===== src/rtl/sort_pkg.sv =====
// sort_pkg
// Types and constants shared by the selection sorter and its result
// streamer: the streamer state enum and the depth of the return buffer.
package sort_pkg;

  typedef enum logic [1:0] {
    IDLE   = 2'd0,
    STREAM = 2'd1,
    DRAIN  = 2'd2,
    DONE   = 2'd3
  } sort_state_t;

  localparam int FIFO_DEPTH = 2;

endpackage


===== src/rtl/stream_fifo2.sv =====
// stream_fifo2
// Two-entry synchronous FIFO that absorbs RAM read latency against
// consumer backpressure. The head entry is always presented on `head`.
// The head comes straight from a storage register, so there is no path
// from pop to head.
// Ports:
//   clk, rst_n   clock, asynchronous active-low reset
//   clr          synchronous flush (pointers and count only)
//   push, din    write din at the tail
//   pop          drop the head entry
//   head         current head entry
//   count        number of valid entries (0..2)
module stream_fifo2 #(
  parameter int WIDTH = 9
) (
  input  logic             clk,
  input  logic             rst_n,
  input  logic             clr,
  input  logic             push,
  input  logic [WIDTH-1:0] din,
  input  logic             pop,
  output logic [WIDTH-1:0] head,
  output logic [1:0]       count
);

  logic [WIDTH-1:0] mem [2];
  logic             wr_sel;
  logic             rd_sel;

  always_ff @(posedge clk or negedge rst_n) begin
    if (!rst_n) begin
      mem[0] <= '0;
      mem[1] <= '0;
      wr_sel <= 1'b0;
      rd_sel <= 1'b0;
      count  <= 2'd0;
    end else if (clr) begin
      wr_sel <= 1'b0;
      rd_sel <= 1'b0;
      count  <= 2'd0;
    end else begin
      if (push) begin
        mem[wr_sel] <= din;
        wr_sel      <= ~wr_sel;
      end
      if (pop) begin
        rd_sel <= ~rd_sel;
      end
      count <= count + {1'b0, push} - {1'b0, pop};
    end
  end

  assign head = mem[rd_sel];

endmodule


===== src/rtl/sort_result_streamer.sv =====
// sort_result_streamer
// Reads elements 0..i_num_elems from the sorter RAM over a synchronous
// read port and emits them in address order as a valid/ready stream.
// A 2-entry return buffer lets it sustain one element per cycle under
// backpressure.
// Build option: define SORT_ORDER_CHECK_EN to add a sticky flag that
// reports any element smaller than its predecessor in the stream.
// Without it, o_order_err is tied low.
// Ports:
//   i_clk, i_rst_n         clock, asynchronous active-low reset
//   i_start, i_num_elems   start pulse and index of last element
//   o_rd_en, o_rd_addr     RAM read request
//   i_rd_data              RAM data, one cycle after o_rd_en
//   o_data, o_valid,
//   i_ready, o_last        output stream
//   o_busy, o_done         status
//   o_order_err            sticky order-violation flag
//
// state  | meaning
// IDLE   | waiting for start
// STREAM | issuing reads
// DRAIN  | all reads issued, waiting for the buffer to empty
// DONE   | one-cycle completion pulse
module sort_result_streamer
  import sort_pkg::*;
#(
  parameter int SIZE_ADDR = 4,
  parameter int SIZE_DATA = 8
) (
  input  logic                 i_clk,
  input  logic                 i_rst_n,
  input  logic                 i_start,
  input  logic [SIZE_ADDR-1:0] i_num_elems,
  output logic                 o_rd_en,
  output logic [SIZE_ADDR-1:0] o_rd_addr,
  input  logic [SIZE_DATA-1:0] i_rd_data,
  output logic [SIZE_DATA-1:0] o_data,
  output logic                 o_valid,
  input  logic                 i_ready,
  output logic                 o_last,
  output logic                 o_busy,
  output logic                 o_done,
  output logic                 o_order_err
);

  sort_state_t          state, state_nxt;
  logic [SIZE_ADDR-1:0] last_idx;
  // One bit wider than the address so a full-RAM stream ends without wrap.
  logic [SIZE_ADDR:0]   rd_ptr;
  logic                 inflight;
  logic                 inflight_last;
  logic                 start_acc;
  logic                 issue;
  logic                 issue_last;
  logic                 pop;
  logic [1:0]           fifo_count;
  logic [SIZE_DATA:0]   fifo_head;
  logic [2:0]           occupancy;

  assign start_acc = i_start && (state == IDLE);
  assign pop       = o_valid && i_ready;

  // Entries held or already committed by outstanding reads after this
  // cycle's pop; a pop can only happen when count >= 1, so no underflow.
  assign occupancy  = {1'b0, fifo_count} + {2'b00, inflight} - {2'b00, pop};
  assign issue      = (state == STREAM) && (rd_ptr <= {1'b0, last_idx}) &&
                      (occupancy < 3'(FIFO_DEPTH));
  assign issue_last = issue && (rd_ptr == {1'b0, last_idx});

  always_ff @(posedge i_clk or negedge i_rst_n) begin
    if (!i_rst_n) begin
      state         <= IDLE;
      last_idx      <= '0;
      rd_ptr        <= '0;
      inflight      <= 1'b0;
      inflight_last <= 1'b0;
    end else begin
      state         <= state_nxt;
      inflight      <= issue;
      inflight_last <= issue_last;
      if (start_acc) begin
        last_idx <= i_num_elems;
        rd_ptr   <= '0;
      end else if (issue) begin
        rd_ptr <= rd_ptr + 1'b1;
      end
    end
  end

  always_comb begin
    state_nxt = state;
    case (state)
      IDLE:    if (start_acc) state_nxt = STREAM;
      STREAM:  if (issue_last) state_nxt = DRAIN;
      // The last element is also the last read, so when it leaves the
      // buffer nothing remains in flight or stored.
      DRAIN:   if (pop && fifo_head[SIZE_DATA]) state_nxt = DONE;
      DONE:    state_nxt = IDLE;
      default: state_nxt = IDLE;
    endcase
  end

  stream_fifo2 #(
    .WIDTH (SIZE_DATA + 1)
  ) u_fifo (
    .clk   (i_clk),
    .rst_n (i_rst_n),
    .clr   (start_acc),
    .push  (inflight),
    .din   ({inflight_last, i_rd_data}),
    .pop   (pop),
    .head  (fifo_head),
    .count (fifo_count)
  );

  assign o_rd_en   = issue;
  assign o_rd_addr = issue ? rd_ptr[SIZE_ADDR-1:0] : '0;
  assign o_valid   = (fifo_count != 2'd0);
  assign o_data    = fifo_head[SIZE_DATA-1:0];
  // The head register keeps its last-bit after the final pop; gate it.
  assign o_last    = o_valid && fifo_head[SIZE_DATA];
  assign o_busy    = (state != IDLE);
  assign o_done    = (state == DONE);

`ifdef SORT_ORDER_CHECK_EN
  logic [SIZE_DATA-1:0] prev_data;
  logic                 have_prev;
  logic                 order_err;

  always_ff @(posedge i_clk or negedge i_rst_n) begin
    if (!i_rst_n) begin
      prev_data <= '0;
      have_prev <= 1'b0;
      order_err <= 1'b0;
    end else if (start_acc) begin
      have_prev <= 1'b0;
      order_err <= 1'b0;
    end else if (pop) begin
      if (have_prev && (o_data < prev_data)) begin
        order_err <= 1'b1;
      end
      prev_data <= o_data;
      have_prev <= 1'b1;
    end
  end

  assign o_order_err = order_err;
`else
  assign o_order_err = 1'b0;
`endif

endmodule

===== config.mk =====
export PLATFORM = sky130hd
export DESIGN_NAME = sort_result_streamer
export DESIGN_NICKNAME = d
export VERILOG_FILES = /design/src/rtl/sort_pkg.sv /design/src/rtl/stream_fifo2.sv /design/src/rtl/sort_result_streamer.sv
export SDC_FILE = /design/constraint.sdc
export NUM_CORES = 1
export LEC_CHECK = 0
export BUFFER_PORTS_ARGS = -buffer_cell sky130_fd_sc_hd__buf_2
export CORE_AREA = 3 3 81 83
export CTS_CLUSTER_SIZE = 8
export DETAILED_ROUTE_END_ITERATION = 12
export DIE_AREA = 0 0 84 86
export GPL_TIMING_DRIVEN = 0
export PLACE_DENSITY = 0.49
export RECOVER_POWER = 100
export SLEW_MARGIN = 25
export SYNTH_ARGS = -nofsm -noshare
export SYNTH_HDL_FRONTEND = slang
export SYNTH_HIERARCHICAL = 1
export SYNTH_SLANG_ARGS = --single-unit

===== constraint.sdc =====
create_clock -name i_clk -period 3.7 [get_ports i_clk]
set_input_delay 0.925 -clock i_clk [delete_from_list [all_inputs] [get_ports i_clk]]
set_output_delay 0.925 -clock i_clk [all_outputs]
set_load 0.05 [all_outputs]

* Word-level counts from Yosys, hierarchy flattened
Index checks and enable logic that the tools add are counted.
** Storage, ports and cells
- Register bits after elaboration :: 35
- Input bits :: 16
- Output and inout bits :: 18
- Word-level logic and storage cells :: 66
** Cells by class
- Add/subtract/negate cells :: 5
- Order comparisons :: 5
- Eq/ne operators :: 7
- Muxes and demuxes :: 18
- Bitwise gates (word level) :: 5
- Reduce and logical (&&, ||, !) cells :: 16
** Operator list (count)
- 9-bit two-way mux :: 4
- 18-bit bitwise mux :: 1
- 5-bit two-way mux :: 2
- 2-bit nonzero test :: 5
- 9-bit demux with 1-bit select :: 1
- 1-bit logical AND :: 8
- 2-bit two-way mux :: 4
- 2-bit one-hot mux with 4 select lines :: 1
- 2-bit inequality test, second input constant :: 3
- 5-bit by 1-bit adder with 5-bit output, second input constant :: 1
- 5-bit by 4-bit == test with 1-bit output :: 1
- 5-bit by 4-bit less-or-equal comparator with 1-bit output :: 1
- 2-bit == test, second input constant :: 2
- 2-bit >= comparator, second input constant :: 2
- 1-bit two-way mux :: 4
- 4-bit two-way mux :: 1
- 1-bit inverter with 2-bit output :: 2
- 2-bit by 1-bit adder with 3-bit output :: 1
- 3-bit by 2-bit < comparator with 1-bit output, second input constant :: 1
- 1-bit inverter :: 3
- 3-bit AND reduction :: 1
- 3-bit by 1-bit subtractor with 3-bit output :: 1
- 2-bit by 1-bit adder with 2-bit output :: 1
- 2-bit by 1-bit == test with 1-bit output, second input constant :: 1
- other kinds (4) :: 4

* Longest topological paths before layout
Gate-level depths: netlist (run 1).
- Depth in word-level cells :: 8
- Mapped depth :: 8
- Gate-level depth less buffers :: 8

* Modules after synthesis
The synthesis (run 1) kept the hierarchy.
** Modules (own cells, without submodules)
- stream_fifo2 :: instances 1, cells an instance 64, area an instance 993.5 µm², sequential area each 550.5 µm²
- sort_result_streamer :: instances 1, cells an instance 91, area an instance 890.9 µm², sequential area each 325.3 µm²

* Worst setup path after synthesis (run 1)
Ideal clock, no wire load.
- Path type :: input-to-output
- Start :: input i_ready
- End :: output o_rd_addr[0]
- Arrival :: 3.368 ns
- Required time :: 2.775 ns
- Slack :: -0.593 ns
- Stages on the path :: 7
- Path buffers :: 0
- Cells stage by stage :: o21a_1 ha_1 nand2b_1 fa_1 and3b_1 o211ai_1 nor3_1
** On the way
- Longest elaborated chain between the ends :: 5
** RTL lines
- from (decl) :: line sort_result_streamer.sv:39 : input logic i_ready,
- 1-bit logical AND :: line sort_result_streamer.sv:61 : assign pop = o_valid && i_ready;
- 3-bit by 1-bit subtractor with 3-bit output :: line sort_result_streamer.sv:65 : assign occupancy = {1'b0, fifo_count} + {2'b00, inflight} - {2'b00, pop};
- 3-bit by 2-bit < comparator with 1-bit output :: line sort_result_streamer.sv:67 : (occupancy < 3'(FIFO_DEPTH));
- 1-bit logical AND :: line sort_result_streamer.sv:66 : assign issue = (state == STREAM) && (rd_ptr <= {1'b0, last_idx}) &&
- 4-bit two-way mux :: line sort_result_streamer.sv:117 : assign o_rd_addr = issue ? rd_ptr[SIZE_ADDR-1:0] : '0;
- to (decl) :: line sort_result_streamer.sv:35 : output logic [SIZE_ADDR-1:0] o_rd_addr,
No other way between the ends.

* Final worst setup path (run 1)
- Start :: input i_ready
- End :: output o_rd_addr[0]
** On the way
- Longest elaborated chain between the ends :: 5
** RTL lines
- 1-bit logical AND :: line sort_result_streamer.sv:61
- named net pop :: line sort_result_streamer.sv:55 : logic pop;
- 3-bit by 1-bit subtractor with 3-bit output :: line sort_result_streamer.sv:65
- 3-bit by 2-bit < comparator with 1-bit output :: line sort_result_streamer.sv:67
- 1-bit logical AND :: line sort_result_streamer.sv:66
- 4-bit two-way mux :: line sort_result_streamer.sv:117
The timed path passes the listed nets, and every way through them passes these cells.

==> flow_metrics.tcl, run 1 <==
set metrics [dict create \
    fp-row-count 28 \
    r2r_slack_ns 0.90 \
    pre_cts_slack_ns -0.316 \
    pwr_density_cell_nw_per_um2 921 \
    n_fill_cell 587 \
    ys_seq_elements 35 \
    violations "max-capacitance violations, max-slew violations, negative setup slack" \
    rsz0062_at_grt "true" \
    hold_class "reg -> reg" \
    synth_cell_type_count 42 \
    wl_um 3860 \
    io_pins 34 \
    die_area_sq_um 7220 \
    path_cells "buf_6, o21a_4, ha_4, nand2b_4, fa_1, and3b_2, o211ai_1, nor3_4, buf_6" \
    dp_hpwl_um 2740 \
    post-route-min-period_ns 3.74 \
    clock_path_buffers 2 \
    peakVddDrop_mv 0.426 \
    yosys_warnings 6 \
    synthesis.nets 185 \
    gr-total-overflow 0 \
    wl_per_cell_um 13.9 \
    start_util_pct 31.8 \
    nets 233 \
    ys_seq_area_share_pct 46.5 \
    cpLargestDelayFamily "adder cells" \
    areaGrowthSynthToFinish_pct 27.9 \
    fin_cells 278 \
    critPathMaxStageDelay_ns 0.48 \
    max-slew-margin-rel_pct -23.7 \
    grt_max_degree 36 \
    grt_use_total_pct 11.9 \
    final_area_sq_um 2410 \
    worstHoldStart "last_idx[0]$_DFFE_PN0P_" \
    die_height_um 86 \
    via_count 1304 \
    placed_cells_incl_taps 262 \
    synth_top_area_share_pct 46.5 \
    rr_worst_depth 10 \
    placed_cell_area_sq_um 2160 \
    chipWidth_um 84 \
    synth_area_per_cell_sq_um 12.2 \
    ctsHoldBuffers 0 \
    netlist_instances 155 \
    arrival_ns 2.82 \
    r2r_start "u_fifo/count[1]$_DFF_PN0_" \
    startpoint_type "input pin" \
    max_freq_ghz 0.267 \
    cpMostUsedCell "buf_6" \
    cts_made_buffers 5 \
    drive_gt1_share_pct 48.8 \
    setup_viol 4 \
    ys_top_cells_by_area "dfrtp_1 46%, mux2_2 16%, ha_1 8.6%, inv_1 2.6%, nand2_1 1.8%" \
    r2r_end "rd_ptr[3]$_DFFE_PN0P_" \
    worst_slew_pin_slew_ns 1.86 \
    synth_top_area_cell "dfrtp_1" \
    crit_required_ns 2.77 \
    skew_ns 0.00259 \
    clk_pin_slew_ns 0.07 \
    antenna_cells 0 \
    cts_tree "done" \
    status "finished with violations" \
    netlist_area_sq_um 1880 \
    timing.max_cap.violations 1 \
    min_path_cells 2 \
    portBuffers 32 \
    postRouteAntennaNets 0 \
    root_buffer "clkbuf_8" \
    avgViaCountPerCell 4.69 \
    grt_pass1_wl_um 6730 \
    coreArea_sq_um 5920 \
    worstSetupEndpointType "output port" \
    initialDrtViolationCount 34 \
    final.setup.worst_slack_ns -0.0437 \
    drv_slew 36 \
    drt-pass1-iter-count 4 \
    grt_pass1_vias 1459 \
    period_share_pct 101 \
    antenna_found_initial 0 \
    cts-htree-levels 2 \
    critical_path_buf_inv_count 2 \
    cp.depth 9 \
    crit_fanout 3 \
    critical_path_class "in -> out" \
    min_to "last_idx[0]$_DFFE_PN0P_" \
    final_hold_viol_count 0 \
    clock_sinks 35 \
    power.leakage_nw 1.19 \
    worstSkewPairLatency_ns 0.28 \
    drc 0 \
    critPathSlowestCell "fa_1" \
    gp_congestion 0.829 \
]
area by class of cell:
class                      count  area (sq um)  share of cell area, %
buffer                         4          27.5                   1.14
sequential                    35           876                   36.3
multi-input combinational    103          1000                   41.6
inverter                      13          48.8                   2.02
tap                           75          93.8                   3.89
timing repair buffer          41           274                   11.4
clock buffer                   6          82.6                   3.43
clock inverter                 1          5.00                  0.208
per-stage QoR:
stage	power, mW	hold WS (ns)	util (%)	setup TNS [ns]
after floorplan	1.59	0.452	-	-0.0678
after global placement	1.78	0.481	36.4	-1.29
after detailed placement	1.83	0.476	36.4	-1.43
after CTS	2.21	0.496	39.9	0
after global routing	2.39	0.515	40.7	-0.319
final	2.22	0.494	40.7	-0.101
synthesized netlist by cell type (all sizes together):
| master | n |
|---|---|
| nand4 | 1 |
| and2 | 1 |
| o21ai | 5 |
| nand3b | 1 |
| ha | 13 |
| o211ai | 2 |
| nand2 | 9 |
| a21oi | 2 |
| dfrtp | 35 |
| nand3 | 3 |
| a31o | 1 |
| a21o | 1 |
| and3b | 2 |
| fa | 1 |
| nor3 | 2 |
| buf | 3 |
| nor2 | 6 |
| inv | 13 |
| mux2i | 2 |
| nor3b | 1 |
| clkbuf | 1 |
| nor2b | 1 |
| a21bo | 1 |
| nand2b | 2 |
| xnor3 | 1 |
| or2 | 1 |
| mux2 | 28 |
| o211a | 2 |
| a22o | 1 |
| xnor2 | 3 |
| and4 | 1 |
| o221ai | 1 |
| o21a | 1 |
| a31oi | 1 |
| and3 | 5 |
| conb | 1 |
state kept, by name, summed over array words and instances (netlist names):
register and cells:
u_fifo/wr_sel 1, u_fifo/rd_sel 1, u_fifo/mem 18, rd_ptr 5, last_idx 4, inflight_last 1
inflight 1, state 2, u_fifo/count 2
worst max-delay path by stage:
stage / start / endpoint
global placement: i_ready / o_rd_en
global route: i_ready / o_rd_addr[0]
detailed placement: i_ready / o_rd_addr[0]
floorplan: i_ready / o_rd_addr[0]
CTS: i_ready / o_rd_addr[2]
finish: i_ready / o_rd_addr[0]
metal layers:
metal | vias up | wire [um] | track usage [%]
li1 | 630 | - | -
met1 | 635 | 1610 | 12.8
met2 | 31 | 1980 | 21.3
met3 | 8 | 211 | 4.03
met4 | 0 | 66 | 4.97
met5 | - | 0 | 0
where the power goes:
group / internal [mW] / switching, mW
Sequential: 0.543 / 0.104
Clock: 0.146 / 0.133
Combinational: 0.542 / 0.751
Total: 1.23 / 0.988
kinds of logic after synthesis:
family | Yosys count | share of synthesized area [%]
AOI/OAI and AO/OA | 18 | 7.24
xor gates and xnor gates | 4 | 2.59
buffers and inverters | 17 | 4.05
other | 1 | 0.199
DFF | 35 | 46.5
adders and majority gates | 14 | 9.69
muxes | 30 | 18.0
and+or+nand+nor | 36 | 11.8
cell usage in the layout (no fill, tap or decap), drive strengths merged:
master,synthesis,layout
buf,3,42
dfrtp,35,35
mux2,28,28
inv,13,13
ha,13,13
nand2,9,9
clkbuf,1,9
nor2,6,6
o21ai,5,5
and3,5,5
nand3,3,3
xnor2,3,3
and3b,2,2
o211ai,2,2
mux2i,2,2
a21oi,2,2
nand2b,2,2
o211a,2,2
nor3,2,2
o21a,1,1
a21o,1,1
nand4,1,1
and4,1,1
or2,1,1
and2,1,1
a21bo,1,1
o221ai,1,1
a22o,1,1
a31oi,1,1
a31o,1,1
fa,1,1
conb,1,1
clkinv,0,1
nor2b,1,1
xnor3,1,1
nand3b,1,1
nor3b,1,1
worst reg2reg max path: cells and delay by family, from the launching register on:
kind | cells | cell delay (ns)
mux | 1 | 0.21
fa+ha+maj | 2 | 0.68
flops | 1 | 0.47
simple gates | 3 | 0.57
buf+inv | 2 | 0.34
compound gates | 2 | 0.47
timing repair:
| action | in CTS | in global routing |
|---|---|---|
| gates resized for setup | 18 | 5 |
| gates cloned | 0 | 0 |
| endpoints found under the setup margin | 5 | 5 |
| pin swaps | 4 | 5 |
| buffers inserted | 5 | 4 |
(Power assumes the default switching activity.)
==> run 2: changes to the inputs <==
==> constraint.sdc (replaced) <==
create_clock -name i_clk -period 3.5 [get_ports i_clk]
set_input_delay 0.875 -clock i_clk [delete_from_list [all_inputs] [get_ports i_clk]]
set_output_delay 0.875 -clock i_clk [all_outputs]
set_load 0.05 [all_outputs]
==> run 2 against run 1 <==
Net effect: the run still ends with max-capacitance violations, max-slew violations, negative setup slack left; clock power grew 3%; routed wire length shrank 2.2%; global-route usage shrank 0.53 points; setup slack lost 0.0042 ns; hold slack lost 0.00065 ns; highest routed layer unchanged.
==> flow_metrics.tcl, run 2 (synthesis results as in run 1) <==
set metrics [dict create \
    worst_slew_pin_slew_ns 1.87 \
    placed_cells_incl_taps 262 \
    initialDrtViolationCount 24 \
    antenna_found_initial 0 \
    setup_viol 5 \
    netSwitchingPower_mw 1.03 \
    drv_slew 36 \
    avgViaCountPerCell 4.69 \
    peakVddDrop_mv 0.344 \
    die_height_um 86 \
    placed_cell_area_sq_um 2180 \
    power.total_mw 2.32 \
    postRouteAntennaNets 0 \
    rr_worst_depth 10 \
    via_count 1291 \
    final_common_cell "dfrtp_1" \
    pwr-share-clk_pct 12.3 \
    die_area_sq_um 7220 \
    gr-total-overflow 0 \
    power.leakage_nw 1.17 \
    largest_register_ffs 18 \
    io_pins 34 \
    startpoint_type "input pin" \
    grt_use_total_pct 11.3 \
    max-slew-margin-rel_pct -24.6 \
    clk_pin_slew_ns 0.06 \
    regMostFlops "u_fifo/mem" \
    arrival_ns 2.67 \
    worstSetupEndpointType "output port" \
    rsz0062_at_grt "true" \
    critical_path_class "in -> out" \
    worstSkewPairLatency_ns 0.28 \
    coreArea_sq_um 5920 \
    grt_pass1_wl_um 6490 \
    fin_hold_ws_ns 0.493 \
    crit_fanout 3 \
    wl_per_cell_um 13.7 \
    mostFrequentLayoutCells "35 x dfrtp_1, 27 x mux2_2, 25 x buf_2" \
    hold_class "reg -> reg" \
    comb_power_share_pct 58.2 \
    root_buffer "clkbuf_8" \
    path_cells "buf_6, o21a_4, ha_4, nand2b_4, fa_1, and3b_2, o211ai_1, buf_4, nor2_4, buf_8" \
    grt_max_degree 36 \
    clock_sinks 35 \
    min_path_cells 2 \
    final_area_sq_um 2390 \
    cts_made_buffers 5 \
    nets 230 \
    grt_pass1_vias 1403 \
    top_regs "u_fifo/mem x18, rd_ptr x5, last_idx x4" \
    antenna_cells 0 \
    n_fill_cell 595 \
    fin_cells 275 \
    cts_tree "done" \
    start_util_pct 31.8 \
    crit_required_ns 2.62 \
    post-route-min-period_ns 3.55 \
    portBuffers 32 \
    clock_path_buffers 2 \
    fp-row-count 28 \
    final.setup.worst_slack_ns -0.0479 \
    ctsHoldBuffers 0 \
    drive_gt1_share_pct 48.0 \
    wl_um 3780 \
    final_hold_viol_count 0 \
    tns_ns -0.209 \
    skew_ns 0.00703 \
    pwr_density_cell_nw_per_um2 972 \
    period_share_pct 101 \
    drt-pass1-iter-count 4 \
    pwr-share-seq_pct 29.5 \
    cts-htree-levels 2 \
    switching_share_pct 44.4 \
    critPathSlowestCell "fa_1" \
    final_util_pct 40.3 \
    max_freq_ghz 0.282 \
    dp_hpwl_um 2720 \
    critPathMaxStageDelay_ns 0.48 \
    cell_internal_pwr_mw 1.29 \
    gp_congestion 0.844 \
    drc 0 \
    areaGrowthSynthToFinish_pct 26.7 \
    pre_cts_slack_ns -0.306 \
    violations "max-capacitance violations, max-slew violations, negative setup slack" \
    status "finished with violations" \
    timing.max_cap.violations 1 \
    chipWidth_um 84 \
]
==> run 2: cell types whose count changed in the layout (fill, tap and decap cells not counted), sizes merged <==
cell and change:
buf -3
==> run 2: area by class of cell <==
class | instances | area [sq um] | area share [%]
Multi-Input combinational cell | 103 | 1000 | 42.0
Sequential cell | 35 | 876 | 36.7
Timing Repair Buffer | 38 | 251 | 10.5
Tap cell | 75 | 93.8 | 3.93
Clock buffer | 6 | 82.6 | 3.46
Inverter | 13 | 48.8 | 2.04
Buffer | 4 | 27.5 | 1.15
Clock inverter | 1 | 5.00 | 0.210
==> run 2: worst paths after layout <==
kind	startpoint	to	slack (ns)
worst max-delay path	i_ready	o_rd_en	-0.05
worst min-delay path	last_idx[0]$_DFFE_PN0P_	last_idx[0]$_DFFE_PN0P_	0.49
worst max register to register	u_fifo/count[1]$_DFF_PN0_	rd_ptr[3]$_DFFE_PN0P_	0.83
worst min register to register	last_idx[0]$_DFFE_PN0P_	last_idx[0]$_DFFE_PN0P_	0.49
max in group asynchronous	i_rst_n	last_idx[3]$_DFFE_PN0P_	1.32
min in group asynchronous	i_rst_n	u_fifo/mem[16]$_DFFE_PN0P_	1.10
==> run 2: timing repair <==
action / 4_1_cts / 5_1_grt
setup endpoints to repair: 5 / 5
pin swaps: 3 / 0
resized for setup: 15 / 4
setup buffers: 5 / 1
==> run 2: routing by layer <==
layer | part of all wire (%) | wire length [um] | track usage, %
met5 | 0 | 0 | 0
met4 | 1.1 | 41 | 4.39
met3 | 5.1 | 192 | 3.27
met2 | 54 | 2020 | 20.8
met1 | 40 | 1520 | 12.4
==> run 2: worst max-delay path, delay by kind of cell <==
| family | cells | cell delay [ns] |
|---|---|---|
| buf+inv | 3 | 0.42 |
| fa+ha+maj | 2 | 0.68 |
| compound gates | 2 | 0.21 |
| simple gates | 3 | 0.49 |
==> run 2: power groups by stage <==
stage	clock network (mW)	logic, mW	registers [mW]
2_1_floorplan	0	1.04	0.661
3_3_place_gp	0	1.23	0.676
3_5_place_dp	0	1.27	0.690
4_1_cts	0.299	1.33	0.683
5_1_grt	0.321	1.46	0.705
6_report	0.286	1.35	0.683
